### src/rtl/serial_adder_ctrl_pkg.sv
// Shared state encoding for the bit-serial adder controller.
package serial_adder_ctrl_pkg;

    localparam int STATE_W = 2;

    typedef enum logic [STATE_W-1:0] {
        IDLE  = 2'd0,
        SHIFT = 2'd1,
        DONE  = 2'd2
    } state_t;

endpackage

### src/rtl/serial_adder_ctrl_fa.sv
// Single-bit full adder cell; purely combinational, streamed by serial_adder_ctrl.
module FullAdder (
    input  logic A,
    input  logic B,
    input  logic Cin,
    output logic Sum,
    output logic Cout
);

    assign Sum  = A ^ B ^ Cin;
    assign Cout = (A & B) | (A & Cin) | (B & Cin);

endmodule

### src/rtl/serial_adder_ctrl.sv
// Bit-serial adder: streams operands LSB-first through one FullAdder, one bit per clock.
// Define SERIAL_ADD_OVERFLOW_EN to add the signed-overflow output V.
module serial_adder_ctrl
    import serial_adder_ctrl_pkg::*;
#(
    parameter int WIDTH = 8
) (
    input  logic             clk,
    input  logic             reset,
    input  logic             start,
    input  logic [WIDTH-1:0] A,
    input  logic [WIDTH-1:0] B,
    input  logic             Cin,
    output logic             busy,
    output logic             done,
    output logic [WIDTH-1:0] Sum,
    output logic             Cout
`ifdef SERIAL_ADD_OVERFLOW_EN
    ,
    output logic             V
`endif
);

    localparam int CNT_W = $clog2(WIDTH);

    state_t           state, state_nxt;
    logic [WIDTH-1:0] op_a, op_b, res;
    logic             carry;
    logic [CNT_W-1:0] count;
    logic             fa_sum, fa_cout;
    logic             last;

    FullAdder u_fa (
        .A    (op_a[0]),
        .B    (op_b[0]),
        .Cin  (carry),
        .Sum  (fa_sum),
        .Cout (fa_cout)
    );

    assign last = (count == CNT_W'(WIDTH - 1));

    always_comb begin
        state_nxt = state;
        busy      = 1'b0;
        done      = 1'b0;
        case (state)
            IDLE:    if (start) state_nxt = SHIFT;
            SHIFT: begin
                busy = 1'b1;
                if (last) state_nxt = DONE;
            end
            DONE: begin
                done      = 1'b1;
                state_nxt = IDLE;
            end
            default: state_nxt = IDLE;
        endcase
    end

    always_ff @(posedge clk) begin
        if (reset) begin
            state <= IDLE;
            op_a  <= '0;
            op_b  <= '0;
            res   <= '0;
            carry <= 1'b0;
            count <= '0;
            Sum   <= '0;
            Cout  <= 1'b0;
`ifdef SERIAL_ADD_OVERFLOW_EN
            V     <= 1'b0;
`endif
        end else begin
            state <= state_nxt;
            case (state)
                IDLE: if (start) begin
                    op_a  <= A;
                    op_b  <= B;
                    carry <= Cin;
                    count <= '0;
                end
                SHIFT: begin
                    op_a  <= op_a >> 1;
                    op_b  <= op_b >> 1;
                    carry <= fa_cout;
                    res   <= {fa_sum, res[WIDTH-1:1]};
                    count <= count + 1'b1;
                    // On the last bit, carry holds the carry into the MSB
                    if (last) begin
                        Sum  <= {fa_sum, res[WIDTH-1:1]};
                        Cout <= fa_cout;
`ifdef SERIAL_ADD_OVERFLOW_EN
                        V    <= carry ^ fa_cout;
`endif
                    end
                end
                default: ;
            endcase
        end
    end

endmodule

### config.mk
export PLATFORM = sky130hd
export DESIGN_NAME = serial_adder_ctrl
export DESIGN_NICKNAME = d
export VERILOG_FILES = /design/src/rtl/serial_adder_ctrl_pkg.sv /design/src/rtl/serial_adder_ctrl_fa.sv /design/src/rtl/serial_adder_ctrl.sv
export SDC_FILE = /design/constraint.sdc
export NUM_CORES = 1
export LEC_CHECK = 0
export CORE_ASPECT_RATIO = 1.75
export CORE_MARGIN = 3
export CORE_UTILIZATION = 45
export DETAILED_ROUTE_END_ITERATION = 16
export GPL_TIMING_DRIVEN = 0
export PLACE_DENSITY_LB_ADDON = 0.3
export SLEW_MARGIN = 40
export SYNTH_ARGS = -nofsm -noshare
export SYNTH_HDL_FRONTEND = slang
export SYNTH_SLANG_ARGS = --single-unit
export TNS_END_PERCENT = 5
### constraint.sdc
create_clock -name clk -period 3.1 [get_ports clk]
set_input_delay 0.31 -clock clk [delete_from_list [all_inputs] [get_ports clk]]
set_output_delay 0.31 -clock clk [all_outputs]
set_load 0.05 [all_outputs]
==> impl_metrics.toml <==
[run_status]
outcome = "completed"

[floorplanning]
core-area_um2 = 3243
dieHeight_um = 84.08
rows = 27
die_area_um2 = 4256
die_w_um = 50.62
num_io_pins = 31
start_util_pct = 48.34

[route]
drtIter0Drc = 23
routed_wirelength_mm = 3.175
dr.pass1.iters = 4
top_layer_used = "met4"
wl_per_cell_um = 12.75
wl_met3_um = 130
drc = 0
viasPerCell = 5.189
ant_nets = 0
met1_length_mm = 1.261
wl_met2_mm = 1.706
route.vias.total = 1292

[finish]
final_layout_size_suffix_gt1_share_pct = 11.17
seq_area_um2 = 760.7
n_fill_cell = 304
multi_input_area_um2 = 713.2
antenna_cells = 0
utilization_pct = 61.77
layout.nets = 228
area_growth_pct = 27.77

[logic_synthesis]
avgSynthCellArea_um2 = 9.277
synth-compound-area-share_pct = 16.76
ys_seq_area_share_pct = 48.52
synth_mux_area_share_pct = 10.22
synth-simple-area-share_pct = 15.64
syn_inst = 169
ys_ff_latch = 38
synth_area_um2 = 1568
synth_top_family_by_area = "compound AO/OA/AOI/OAI gates"
ys_warn_count = 0
synth_adder_area_share_pct = 2.873
syn_nets = 192
synthDistinctLibCells = 25
synth_xor_area_share_pct = 0

[critical_path]
worst_path_most_repeated_cell = "buf_6"
cp_data_arrival_time_ps = 1940
end_kind = "output port"
cp_top_family = "buffers and inverters"
r2r_cells = 6
startpoint_type = "flip-flop"
path_class = "flip-flop to output port"
endpoint = "busy"
reg2reg_to = "Sum[6]"
reg2reg_slack_ps = 1680
setup.worst_path.start = "state[1]"
cp_num_buf_inv = 4
cp_slowest_cell = "clkdlybuf4s50_1"
slowest_delay_ps = 800
critPathRequiredTime_ps = 2790
path_max_fanout = 10
path_depth = 5
r2r_start = "count[0]"
path_cells = "nand2b_1 -> buf_6 -> inv_4 -> buf_6 -> clkdlybuf4s50_1"

[global_route]
grt_pass1_wl_mm = 5.616
gr-total-overflow = 0
grt_max_degree = 12
antenna_found_initial = 0
grt_pass1_vias = 1288
grt.total_usage_pct = 17.46

[placement]
place_congestion = 0.7815
dp_hpwl_mm = 2.360
io_buffers = 29

[timing]
maxSlewHeadroom_pct = 66.73
rsz0062_at_grt = "false"
drv_slew = 0
setup_violations = 0
finalHoldViolCount = 0
period_needed_ps = 2254
fin_skew_ps = 10.24
fin_tns_setup_ps = 0
worstMarginPinSlew_ps = 497.5
max_freq_ghz = 0.4436
post-route-period-util_pct = 72.71

[clocking]
cts_tree = "built"
clk_pin_slew_ps = 70
ctsHoldBuffers = 0
clock-sinks = 38
clock_path_buffers = 2
numCtsBuffers = 5
clock-root-buffer = "clkbuf_8"
post_cts_buffers = 0
ctsHtreeMaxLevel = 2
insertion_delay_ps = 290
cts.repair.resized = 0

[power_and_ir_drop]
power_density_nw_per_um2 = 497.7
p_leak_nw = 0.7629
irDropWorstVdd_uv = 323.5

[min_path]
min_path_type = "input port to flip-flop"

[job]
maxCapViolCount = 0
==> cells in the final DEF (no fill, tap or decap) <==
master,n
a211oi_1,15
clkbuf_8,6
o21bai_2,1
and3b_2,1
nor3_1,1
o21ba_4,1
nand3b_2,1
nor2b_1,1
clkinv_2,1
clkdlybuf4s50_1,29
nor2_1,21
fa_1,1
buf_1,1
inv_4,1
ha_1,2
a211oi_2,1
a22oi_1,4
nor3b_1,1
nand2_1,32
inv_1,1
clkbuf_1,3
mux2i_1,16
nand2b_1,1
buf_4,4
buf_6,2
buf_2,4
dfxtp_1,38
a21oi_1,16
==> state kept, by name (all words and copies together), names as in the netlist <==
| register | flops |
|---|---|
| res | 7 |
| state | 2 |
| op_a | 8 |
| Cout | 1 |
| Sum | 8 |
| op_b | 8 |
| count | 3 |
| carry | 1 |
==> per-stage QoR <==
step	cells	hold WS, ps	area [um2]	power [mW]	setup slack (ps)
2_1_floorplan	169	432.2	1568	0.6158	1499
3_3_place_gp	241	437.0	1912	0.6553	1163
3_5_place_dp	241	450.7	1912	0.6609	1152
4_1_cts	249	313.7	2003	1.009	830.2
5_1_grt	249	333.8	2003	1.046	756.1
6_report	249	318.6	2003	0.9969	845.9
==> routing by layer <==
metal / vias up / GRT usage, %
li1: 651 / -
met1: 608 / 17.25
met2: 26 / 31.67
met3: 7 / 5.009
met4: 0 / 8.824
met5: - / 0
==> where the power goes <==
| group | internal [mW] | switching, mW | leakage (nW) | total, mW |
|---|---|---|---|---|
| combinational | 0.0638 | 0.0604 | 0.404 | 0.124 |
| clock | 0.179 | 0.169 | 0.0482 | 0.348 |
| sequential | 0.511 | 0.0133 | 0.311 | 0.525 |
| total | 0.754 | 0.243 | 0.763 | 0.997 |
==> worst reg2reg max path, delay by kind of cell, from the launching register on <==
kind / cells / cell delay, ps
adders and majority gates: 2 / 420
DFF: 1 / 330
and+or+nand+nor: 2 / 310
buffers and inverters: 1 / 170
AOI/OAI and AO/OA: 1 / 60
==> kinds of logic after synthesis <==
| kind of cell | Yosys count |
|---|---|
| flip-flops | 38 |
| buffers and inverters | 15 |
| multiplexers | 16 |
| AO/OA/AOI/OAI | 38 |
| AND/OR/NAND/NOR | 59 |
| adder cells (fa/ha/maj) | 3 |
==> Yosys cell counts, drive strengths merged <==
library cell / number / area share, %
inv: 2 / 0.64
o21ba: 1 / 1.0
clkbuf: 2 / 0.48
a211oi: 16 / 8.0
buf: 11 / 4.9
nand3b: 1 / 0.72
and3b: 1 / 0.64
nand2b: 1 / 0.40
nor3b: 1 / 0.48
nor3: 1 / 0.32
nand2: 32 / 7.7
ha: 2 / 1.6
mux2i: 16 / 10
nor2: 21 / 5.0
fa: 1 / 1.3
dfxtp: 38 / 49
a21oi: 16 / 5.1
o21bai: 1 / 0.72
a22oi: 4 / 1.9
nor2b: 1 / 0.40
==> layout make-up <==
| type | instances | share of cell area, % |
|---|---|---|
| Timing Repair Buffer | 29 | 14.49 |
| Sequential cell | 38 | 37.98 |
| Inverter | 2 | 0.4997 |
| Tap cell | 43 | 2.686 |
| Multi-Input combinational cell | 116 | 35.60 |
| Clock inverter | 1 | 0.2498 |
| Buffer | 13 | 4.185 |
| Clock buffer | 7 | 4.310 |
==> worst min path at each step <==
stage,start,to,cells past startpoint
final,reset,op_a[0],2
after global routing,reset,op_b[3],2
after CTS,reset,op_a[0],2
after detailed placement,Sum[4],Sum[4],2
after global placement,res[1],Sum[0],2
after floorplan,res[1],Sum[0],2
(Power assumes the default switching activity.)
